==> src/rtl/bit_serializer.sv <==
// Word-to-bit serializer: a DEPTH-entry FIFO of WIDTH-bit words feeding a shift
// stage that emits one bit per clock, back-to-back across words, freezable by Hold.
module bit_serializer #(
  parameter int WIDTH     = 8,
  parameter int DEPTH     = 4,
  parameter bit MSB_FIRST = 1'b1
) (
  input  logic             clk,
  input  logic             rst,
  input  logic             In_Valid,
  input  logic [WIDTH-1:0] In_Word,
  output logic             In_Ready,
  input  logic             Hold,
  output logic             Out_Data,
  output logic             Out_Valid,
  output logic             Busy,
  output logic             state_dbg
);

  // Handshake: a word transfers on a rising edge where In_Valid && In_Ready;
  // In_Valid may be held with a stable word until In_Ready accepts it.

  localparam int PW = $clog2(DEPTH);
  localparam int CW = PW + 1;
  localparam int IW = $clog2(WIDTH);
  localparam logic [CW-1:0] FULL = CW'(DEPTH);
  localparam logic [IW-1:0] LAST = IW'(WIDTH - 1);

  typedef enum logic {IDLE = 1'b0, SHIFT = 1'b1} state_t;

  state_t           state;
  logic [WIDTH-1:0] mem [DEPTH];
  logic [PW-1:0]    wr_ptr, rd_ptr;
  logic [CW-1:0]    count;
  logic [IW-1:0]    idx;
  logic [WIDTH-1:0] shreg;
  logic [WIDTH-1:0] head;
  logic             out_data_q, out_valid_q;
  logic             push, pop, last_bit;

  // Maps a bit index (0 = first emitted) onto a word bit position.
  function automatic logic [IW-1:0] bit_pos(input logic [IW-1:0] i);
    return MSB_FIRST ? (LAST - i) : i;
  endfunction

  assign head      = mem[rd_ptr];
  assign In_Ready  = (count != FULL);
  assign push      = In_Valid && In_Ready;
  assign last_bit  = (idx == LAST);
  // A pop happens only when the shift stage is free or finishing its last bit.
  assign pop       = !Hold && (count != '0) && ((state == IDLE) || last_bit);
  assign Out_Data  = out_data_q;
  assign Out_Valid = out_valid_q;
  assign Busy      = (count != '0) || (state == SHIFT);
  assign state_dbg = state;

  always_ff @(posedge clk) begin
    if (push) mem[wr_ptr] <= In_Word;
  end

  always_ff @(posedge clk or negedge rst) begin
    if (!rst) begin
      state       <= IDLE;
      wr_ptr      <= '0;
      rd_ptr      <= '0;
      count       <= '0;
      idx         <= '0;
      shreg       <= '0;
      out_data_q  <= 1'b0;
      out_valid_q <= 1'b0;
    end else begin
      if (push) wr_ptr <= wr_ptr + 1'b1;
      if (pop)  rd_ptr <= rd_ptr + 1'b1;
      case ({push, pop})
        2'b10:   count <= count + 1'b1;
        2'b01:   count <= count - 1'b1;
        default: count <= count;
      endcase

      if (pop) begin
        shreg       <= head;
        idx         <= '0;
        out_data_q  <= head[bit_pos('0)];
        out_valid_q <= 1'b1;
        state       <= SHIFT;
      end else if (!Hold && state == SHIFT) begin
        if (last_bit) begin
          // Out_Data keeps the last emitted bit while idle.
          out_valid_q <= 1'b0;
          state       <= IDLE;
        end else begin
          idx        <= idx + 1'b1;
          out_data_q <= shreg[bit_pos(idx + 1'b1)];
        end
      end
    end
  end

endmodule

==> config.mk <==
export PLATFORM = sky130hd
export DESIGN_NAME = bit_serializer
export DESIGN_NICKNAME = d
export VERILOG_FILES = /design/src/rtl/bit_serializer.sv
export SDC_FILE = /design/constraint.sdc
export NUM_CORES = 1
export LEC_CHECK = 0
export ABC_CLOCK_PERIOD_IN_PS = 2950
export CAP_MARGIN = 20
export CORE_MARGIN = 8
export CORE_UTILIZATION = 50
export DETAILED_ROUTE_END_ITERATION = 8
export GPL_TIMING_DRIVEN = 0
export PLACE_DENSITY_LB_ADDON = 0.05
export SYNTH_ARGS = -nofsm -noshare
export SYNTH_HDL_FRONTEND = slang
export SYNTH_SLANG_ARGS = --single-unit
==> constraint.sdc <==
create_clock -name clk -period 2.95 [get_ports clk]
set_clock_uncertainty 0.05 [all_clocks]
set_input_delay 0.4425 -clock clk [delete_from_list [all_inputs] [get_ports clk]]
set_output_delay 0.4425 -clock clk [all_outputs]
set_load 0.01 [all_outputs]
==> impl_metrics.tcl <==
set metrics [dict create \
    status "completed" \
    critical_path_peak_fanout 10 \
    grt_usage_pct 11.3 \
    via_count_of_the_first_global_routing_pass 1208 \
    ys_seq_elements 52 \
    worst_slew_margin_rel_pct 36.8 \
    arrival_ns 2.73 \
    drt_first_iter_violations 40 \
    antenna_cells_inserted 0 \
    synth_area_per_cell_sq_um 18.2 \
    avgViaCountPerCell 5.40 \
    yosysMostFrequentCell "edfxtp_1" \
    number_of_top_level_pins 17 \
    drt-pass1-iter-count 4 \
    ctsResizeCount 0 \
    drive_above_1_share_pct 23.1 \
    routed_wl_microns 3680 \
    asyncSetResetFlopFracSynth_pct 38.5 \
    worst_ir_drop_vdd_mv 0.461 \
    powerDensity_mw_per_mm2 955 \
    finalSetupTns_ns 0 \
    syn_area_sq_mm 0.00224 \
    hold_path.class "register to register" \
    synth.area.top_cells "edfxtp_1 (43%), dfrtp_1 (22%), mux4_2 (8.0%)" \
    worst_r2r_startpoint "idx[0]$_DFFE_PN0P_" \
    timing_max_transition_violations_final 0 \
    synth_top_area_share_pct 42.9 \
    crit_start "idx[0]$_DFFE_PN0P_" \
    clk_sinks 52 \
    clock_path_buffers 2 \
    leakage_nw 1.01 \
    number_of_nets_produced_by_synthesis 143 \
    synth_enable_flop_cells 32 \
    dpl.hpwl_microns 2480 \
    worstSetupEndpointType "register" \
    timing.final.crit_period_ns 2.55 \
    globalplace.congestion 0.672 \
    floorplan.initialDensity_pct 51.8 \
    synth_top_area_cell "edfxtp_1" \
    design.final.nets 166 \
    grt_overflow_total 0 \
    rsz0062_at_grt "false" \
    ctsHoldBuffers 0 \
    die_x_microns 82.9 \
    yosys.cell_types.count 30 \
    synthesis.instances 123 \
    grt_pass1_wl_microns 5990 \
    hold_start "idx[2]$_DFFE_PN0P_" \
    fmax_mhz 392 \
    dieArea_sq_mm 0.00688 \
    hold_violations 0 \
    worst_ep_required_time_ns 3.13 \
    worst_pin_slew_ns 0.944 \
    post_cts.repair.setup_buffers 0 \
    proportion_of_synthesized_chip_area_in_sequential_cells_pct 65.3 \
    worst-setup-path-type "register to register" \
    detail_route.drc_violations 0 \
    clock_insertion_delay_worst_skew_ns 0.30 \
    wl_per_cell_microns 18.5 \
    fillerInstances 339 \
    yosys-top-cells-count "edfxtp_1 (32), dfrtp_1 (20), inv_1 (8), mux4_2 (8), ha_1 (7)" \
    die_h_microns 82.9 \
    placement_rows 24 \
    dr_total_vias 1074 \
    max_cap_violations 0 \
    worst_setup_hold_path_clk_slew_ns 0.09 \
    setup_viol 0 \
    cts_inserted_buffers 5 \
    predominant_post_synthesis_flop_cell "edfxtp_1" \
    antenna_left 0 \
    placeableCoreArea_sq_mm 0.00432 \
    grt_start_max_net_pins 21 \
    numPortBuffers 16 \
    layout_worst_path_cycle_share_pct 86.4 \
    antenna_found_initial 0 \
    tritoncts "done" \
    area_delta_synth_final_pct 16.0 \
    yosys_warnings 0 \
    final.hold.worst_slack_ns 0.469 \
    clock_tree.htree_level_count 2 \
    cts.root.buffer_cell "clkbuf_8" \
    critical_path.startpoint_type "register" \
]
[registers in the layout (all words and copies together), names as in the netlist]
signal / flops
Out_Valid: 1
mem: 32
idx: 3
count: 3
rd_ptr: 2
shreg: 8
wr_ptr: 2
Out_Data: 1
[where the power goes]
| part | switching [W] | internal [W] |
|---|---|---|
| clock | 0.000220 | 0.000339 |
| sequential | 0.000119 | 0.00100 |
| combinational | 0.000364 | 0.000436 |
[worst paths after layout]
kind,endpoint,slack [ns],depth (start not counted)
setup / recovery,count[2]$_DFFE_PN0P_,0.40,11
hold / removal,idx[2]$_DFFE_PN0P_,0.47,1
setup reg to reg,count[2]$_DFFE_PN0P_,0.40,11
hold reg to reg,idx[2]$_DFFE_PN0P_,0.47,1
max in group asynchronous,shreg[3]$_DFFE_PN0P_,1.66,1
min in group asynchronous,wr_ptr[0]$_DFFE_PN0P_,0.61,1
[per-stage QoR]
stage          setup WS [ns]  utilization, %  total power (W)  instance area (sq um)  instances
2_1_floorplan          0.620               -          0.00172                   2240        123
6_report               0.401            60.1          0.00248                   2600        199
5_1_grt                0.242            60.1          0.00263                   2600        199
4_1_cts                0.367            60.1          0.00251                   2600        199
3_3_place_gp           0.323            57.0          0.00191                   2460        191
3_5_place_dp           0.295            57.0          0.00195                   2460        191
[final cells by class]
class                   instances  area [sq um]  area share [%]
well taps                      52          65.1            2.50
repair buffers                 16           160            6.17
flip-flops and latches         52          1460            56.3
clock inverters                 2          60.1            2.31
multi-input cells              59           713            27.5
clock buffers                   6          72.6            2.79
plain buffers                   4          35.0            1.35
inverters                       8          30.0            1.16
[cells in the final DEF (no fill, tap or decap), types with 2 or more instances in the layout]
cell type,n
and3_1,4
mux4_1,2
mux2_4,5
a22o_1,2
clkbuf_8,5
nand2_2,2
edfxtp_1,32
inv_1,8
o21ai_0,3
nand2b_1,2
mux4_2,8
mux2i_1,2
bufinv_16,2
ha_1,7
nor2_1,3
mux2_2,4
dfrtp_1,20
clkdlybuf4s50_1,16
buf_6,2
xnor2_1,2
xor2_1,3
[metal layers]
metal | vias up | part of all wire [%] | track usage, %
met4 | 0 | 1.7 | 4.95
met1 | 535 | 44 | 12.8
met2 | 27 | 49 | 18.9
met3 | 8 | 4.5 | 3.61
met5 | - | 0 | 0
li1 | 504 | - | -
[cell families (layout without fill, tap and decap cells)]
kind of cell | Yosys count | after routing | synth area share [%]
compound gates | 9 | 9 | 3.46
xor+xnor | 6 | 6 | 2.68
fa+ha+maj | 8 | 8 | 4.80
buf+inv | 12 | 36 | 2.90
flops | 52 | 52 | 65.3
mux | 21 | 21 | 16.6
simple gates | 15 | 15 | 4.25
[critical path: stages, from the launching register on]
cell	delay (ns)
dfrtp_1	0.45
ha_1	0.18
ha_1	0.15
inv_1	0.08
a211oi_4	0.32
buf_6	0.22
ha_1	0.19
inv_1	0.06
fa_1	0.37
xor2_1	0.15
nor2_1	0.11
xor2_1	0.15
Note: power is estimated with default switching activity, not from simulation.
